`config.mk`:
```
export PLATFORM = sky130hd
export DESIGN_NAME = chan_dump_ctrl
export DESIGN_NICKNAME = d
export VERILOG_FILES = /design/src/rtl/chan_dump_ctrl.sv
export SDC_FILE = /design/constraint.sdc
export NUM_CORES = 1
export LEC_CHECK = 0
export BUFFER_PORTS_ARGS = -buffer_cell sky130_fd_sc_hd__buf_2
export CAP_MARGIN = 10
export CELL_PAD_IN_SITES_DETAIL_PLACEMENT = 1
export CELL_PAD_IN_SITES_GLOBAL_PLACEMENT = 2
export CORE_ASPECT_RATIO = 0.7
export CORE_MARGIN = 1
export CORE_UTILIZATION = 29
export CTS_CLUSTER_DIAMETER = 100
export CTS_CLUSTER_SIZE = 10
export DETAILED_ROUTE_END_ITERATION = 10
export PLACE_DENSITY = 0.9
export SLEW_MARGIN = 20
export SYNTH_ARGS = -nofsm -noshare
export SYNTH_HDL_FRONTEND = slang
export SYNTH_SLANG_ARGS = --single-unit
export TNS_END_PERCENT = 5
```
`constraint.sdc`:
```
create_clock -name clk -period 2.69 [get_ports clk]
set_input_delay 0.4035 -clock clk [delete_from_list [all_inputs] [get_ports clk]]
set_output_delay 0.4035 -clock clk [all_outputs]
set_load 0.05 [all_outputs]
```
`src/rtl/chan_dump_ctrl.sv`:
```
// chan_dump_ctrl: streams one captured channel RAM to the UART transmitter.
// Reads the circular buffer oldest-first from the capture write pointer and
// sends exactly ENTRIES bytes, handshaking each one with trmt/tx_done.
// Optional feature macro: DUMP_HDR_EN. When defined, a header byte
// {5'b10000, chan} goes out before the data bytes.
module chan_dump_ctrl #(
    parameter int ENTRIES = 384,
    parameter int LOG2    = 9
) (
    input  logic            clk,
    input  logic            rst_n,
    input  logic            dump,
    input  logic [2:0]      dump_chan,
    input  logic            capt_done,
    input  logic [LOG2-1:0] start_addr,
    input  logic [7:0]      rdataCH1,
    input  logic [7:0]      rdataCH2,
    input  logic [7:0]      rdataCH3,
    input  logic [7:0]      rdataCH4,
    input  logic [7:0]      rdataCH5,
    output logic [LOG2-1:0] raddr,
    output logic [7:0]      tx_data,
    output logic            trmt,
    input  logic            tx_done,
    output logic            busy,
    output logic            dump_done,
    output logic            dump_err
);

    localparam logic [LOG2-1:0] LAST_IDX = LOG2'(ENTRIES - 1);
    localparam logic [LOG2:0]   ENT_EXT  = (LOG2 + 1)'(ENTRIES);

    typedef enum logic [2:0] {
        S_IDLE,
        S_RD,
        S_LAT,
        S_SEND,
`ifdef DUMP_HDR_EN
        S_HDR,
        S_HWAIT,
`endif
        S_WAITTX
    } state_t;

    state_t          r_state;
    state_t          w_state_next;
    logic [2:0]      r_chan;
    logic [LOG2-1:0] r_raddr;
    logic [LOG2-1:0] r_cnt;
    logic [7:0]      r_tx_data;
    logic            r_busy;
    logic            r_done;
    logic            r_err;
    logic [7:0]      w_rdata;
    logic [LOG2-1:0] w_start;
    logic            w_req_ok;
    logic            w_accept;
    logic            w_reject;
    logic            w_last;
    logic            w_trmt;

    // A request is only honoured from IDLE; requests while busy are dropped silently.
    assign w_req_ok = capt_done && (dump_chan <= 3'd4);
    assign w_accept = (r_state == S_IDLE) && dump && w_req_ok;
    assign w_reject = (r_state == S_IDLE) && dump && !w_req_ok;
    assign w_last   = (r_cnt == LAST_IDX);
    // A write pointer beyond the buffer cannot be a real sample; start from 0.
    assign w_start  = ({1'b0, start_addr} >= ENT_EXT) ? '0 : start_addr;

    // Select read data of the channel latched at acceptance
    always_comb begin
        w_rdata = 8'h00;
        case (r_chan)
            3'd0:    w_rdata = rdataCH1;
            3'd1:    w_rdata = rdataCH2;
            3'd2:    w_rdata = rdataCH3;
            3'd3:    w_rdata = rdataCH4;
            3'd4:    w_rdata = rdataCH5;
            default: w_rdata = 8'h00;
        endcase
    end

    // State register
    always_ff @(posedge clk or negedge rst_n) begin
        if (!rst_n) r_state <= S_IDLE;
        else        r_state <= w_state_next;
    end

    // Next-state logic
    always_comb begin
        w_state_next = r_state;
        case (r_state)
            S_IDLE: begin
`ifdef DUMP_HDR_EN
                if (w_accept) w_state_next = S_HDR;
`else
                if (w_accept) w_state_next = S_RD;
`endif
            end
`ifdef DUMP_HDR_EN
            S_HDR:   w_state_next = S_HWAIT;
            S_HWAIT: if (tx_done) w_state_next = S_RD;
`endif
            S_RD:    w_state_next = S_LAT;
            S_LAT:   w_state_next = S_SEND;
            S_SEND:  w_state_next = S_WAITTX;
            S_WAITTX: begin
                if (tx_done) w_state_next = w_last ? S_IDLE : S_RD;
            end
            default: w_state_next = S_IDLE;
        endcase
    end

    // Datapath: address/count stepping, byte capture and status pulses
    always_ff @(posedge clk or negedge rst_n) begin
        if (!rst_n) begin
            r_chan    <= 3'd0;
            r_raddr   <= '0;
            r_cnt     <= '0;
            r_tx_data <= 8'h00;
            r_busy    <= 1'b0;
            r_done    <= 1'b0;
            r_err     <= 1'b0;
        end else begin
            r_done <= 1'b0;
            r_err  <= w_reject;
            if (w_accept) begin
                r_chan  <= dump_chan;
                r_raddr <= w_start;
                r_cnt   <= '0;
                r_busy  <= 1'b1;
`ifdef DUMP_HDR_EN
                r_tx_data <= {5'b10000, dump_chan};
`endif
            end
            if (r_state == S_LAT) begin
                r_tx_data <= w_rdata;
            end
            if (r_state == S_WAITTX && tx_done) begin
                if (w_last) begin
                    r_busy <= 1'b0;
                    r_done <= 1'b1;
                end else begin
                    r_cnt   <= r_cnt + 1'b1;
                    r_raddr <= (r_raddr == LAST_IDX) ? '0 : r_raddr + 1'b1;
                end
            end
        end
    end

    // Output logic: trmt is high for the single cycle spent in a send state
    always_comb begin
        w_trmt = (r_state == S_SEND);
`ifdef DUMP_HDR_EN
        if (r_state == S_HDR) w_trmt = 1'b1;
`endif
    end

    assign raddr     = r_raddr;
    assign tx_data   = r_tx_data;
    assign trmt      = w_trmt;
    assign busy      = r_busy;
    assign dump_done = r_done;
    assign dump_err  = r_err;

endmodule

```
==> impl_metrics.toml <==
[timing]
setup_viol_count_final = 0
grt_setup_unrepaired = "false"
hold_slack_ns = 0.215
worst_slew_margin_rel = 0.449
timing.final.crit_period_ns = 2.25
min_period_over_period = 0.836
tightestPinTransition_ns = 0.826
maxSlewViolCount = 0
number_of_hold_violations_in_the_final_report = 0
final.setup_skew_ns = 0.0104
worst_slack_ns = 0.442
fin_setup_tns_ns = 0
fmax_mhz = 445

[clock_network]
clk_latency_ns = 0.29
ctsResizeCount = 0
clock-root-buffer = "clkbuf_8"
clk_path_buf_depth = 2
tritoncts.num_buffers = 5
clock_tree_from_tritoncts = "built"
cts-htree-levels = 2
post_cts_buffers = 0
cts_num_sinks = 35
worst_setup_hold_path_clk_slew_ns = 0.08
holdBufCountCts = 0

[route]
drc = 0
via_per_inst = 5.13
post_dr_wirelength_cell_um = 16.0
drt_iter0_drc = 71
drt_pass1_iterations = 4
number_of_nets_still_failing_antenna_checks_after_routing = 0
routed-via-count = 2153
route.final.wire_length_um = 6710

[power_and_ir_drop]
peakVddDrop_mv = 0.380
cellInternalPower_mw = 1.61
portion_of_total_power_attributed_to_the_clock_network = 0.185
power_density_over_cell_area_nw_per_um2 = 1080
p_comb_frac = 0.492
netSwitchingFraction = 0.472
netSwitchingPower_mw = 1.44
power_frac_seq = 0.324
p_leak_nw = 1.35

[global_route]
globalRoute.totalOverflow = 0
grt_pass1_wl_um = 10700
initial_antenna_violation_count = 0
grtUsageTotal = 0.172
grt_max_degree = 36
via_count_of_the_first_global_routing_pass = 2136

[critical_path]
timing.critical_path.from_type = "flip-flop"
cells_traversed_along_the_worst_timing_path = "ha_1, and4b_1, a21oi_4, mux2_2, a221o_1"
crit_path_max_fo = 15
timing.critical_path.buf_inv = 0
arrival_ns = 2.42
criticalPathCategory = "flip-flop to flip-flop"
crit_required_ns = 2.86
slowest_stage = "dfrtp_1"
critical-path-max-stage-delay_ns = 0.45
crit_path_max_delay_family = "compound AO/OA/AOI/OAI gates"
critical_path.endpoint_type = "flip-flop"

[placed_design]
finalWeightedCongestion = 0.777
port_buffers = 77
post_detailed_placement_half_perimeter_wirelength_um = 5170
dpl_worst_slack_ns = 0.482

[yosys]
yosys-top-cells-area = "dfrtp_1 (39%), mux2i_1 (6.2%), nand2_1 (5.2%), a21oi_1 (4.0%), nor2_1 (3.3%)"
seq_area_frac_synth = 0.388
synth.lib_cells_used.distinct = 54
synth_fp_nets = 310
synthCells = 251
netlist_area_um2 = 2260
ys.flop_type = "dfrtp_1"
synth.ff_latch_count = 35
synth_top_cell_area_share = 0.388
synthDominantAreaCellType = "dfrtp_1"
postSynth.asyncResetShare = 1.00
yosys_warnings = 0
synth-edff-count = 0
mean_syn_cell_area_um2 = 8.99

[flow_run]
max_cap_violation_count = 0

[finish]
most-common-layout-cells = "buf_2 (77), dfrtp_1 (35), nand2_1 (31)"
drive_above_1_share = 0.307
num_antenna_cells = 0
seqCellArea_um2 = 876
syn2layout_area_growth_pct = 25.2
multiInputGateArea_um2 = 1270
fillers = 924
final_common_cell = "buf_2"
design.final.nets = 380

[run_status]
outcome = "complete, no violations"

[floorplan]
core.rowCount = 26
initial_core_util = 0.304
die_height_um = 75.8
die_x_um = 107
dieArea_um2 = 8140
core_area_um2 = 7420
ios = 78

[worst_hold_path]
holdCritPathClass = "primary input to asynchronous set/reset pin"
-- worst register-to-register path, stage by stage (launching register included) --
cell,delay [ns]
dfrtp_1,0.45
ha_1,0.29
and4b_1,0.28
a21oi_4,0.43
mux2_2,0.40
a221o_1,0.29
-- sequential cells by signal (all words and copies together), names as in the netlist --
| name | cells |
|---|---|
| dump_done | 1 |
| tx_data | 8 |
| raddr | 9 |
| r_state | 3 |
| dump_err | 1 |
| busy | 1 |
| r_chan | 3 |
| r_cnt | 9 |
-- cell type report --
cell class	count	area share
Inverter	4	0.00532
Tap cell	98	0.0434
Timing Repair Buffer	80	0.144
Multi-Input combinational cell	195	0.450
Clock inverter	2	0.0213
Sequential cell	35	0.310
Clock buffer	6	0.0257
-- synthesized netlist by cell type, types with 3 or more instances --
cell / number
nand4_1: 3
nand2b_1: 9
o21ai_1: 4
o22ai_1: 8
a221o_1: 3
mux2i_1: 14
nor2_1: 20
nor3_1: 6
buf_2: 4
clkbuf_1: 9
inv_1: 4
o21ai_0: 12
and3_1: 4
a21oi_1: 18
nor3b_1: 4
nand3_1: 10
a21o_1: 8
buf_6: 3
nand2_1: 31
dfrtp_1: 35
-- power groups by stage --
stage	registers [mW]	clock network, mW	logic (mW)
3_3_place_gp	0.979	0	1.47
5_1_grt	1.02	0.603	1.64
2_1_floorplan	1.27	0	0.860
3_5_place_dp	0.995	0	1.51
6_report	0.987	0.564	1.50
4_1_cts	0.989	0.581	1.52
-- kinds of logic after synthesis --
| kind of cell | after synthesis | share of synthesized area |
|---|---|---|
| buf+inv | 21 | 0.0488 |
| simple gates | 107 | 0.268 |
| fa+ha+maj | 2 | 0.0111 |
| flops | 35 | 0.388 |
| xor+xnor | 1 | 0.00388 |
| compound gates | 69 | 0.207 |
| mux | 16 | 0.0721 |
-- metrics by stage --
step	power, mW	instances	instance area (µm²)	utilization
final	3.05	420	2820	0.381
after global routing	3.27	420	2820	0.381
after CTS	3.09	420	2820	0.381
after detailed placement	2.51	412	2690	0.363
after global placement	2.45	412	2690	0.363
after floorplan	2.13	251	2260	-
-- metal layers --
| layer | part of all wire | wire length (µm) | track usage | up-vias |
|---|---|---|---|---|
| met4 | 0.0040 | 27 | 0.0365 | 0 |
| met1 | 0.50 | 3330 | 0.239 | 1079 |
| li1 | - | - | - | 1054 |
| met3 | 0.024 | 164 | 0.0274 | 2 |
| met2 | 0.48 | 3190 | 0.286 | 18 |
| met5 | 0 | 0 | 0 | - |
-- path summary, 6_finish.rpt --
path,depth (start not counted),slack (ns),end,startpoint
worst min-delay path,1,0.21,r_cnt[5],rst_n
min in group clk,3,0.33,raddr[3],start_addr[3]
max in group asynchronous,1,1.96,r_state[2],rst_n
worst max-delay path,5,0.44,raddr[6],r_cnt[0]
worst min register to register,2,0.48,tx_data[2],tx_data[2]
worst max register to register,5,0.44,raddr[6],r_cnt[0]
Note: power is estimated with default switching activity, not from simulation.
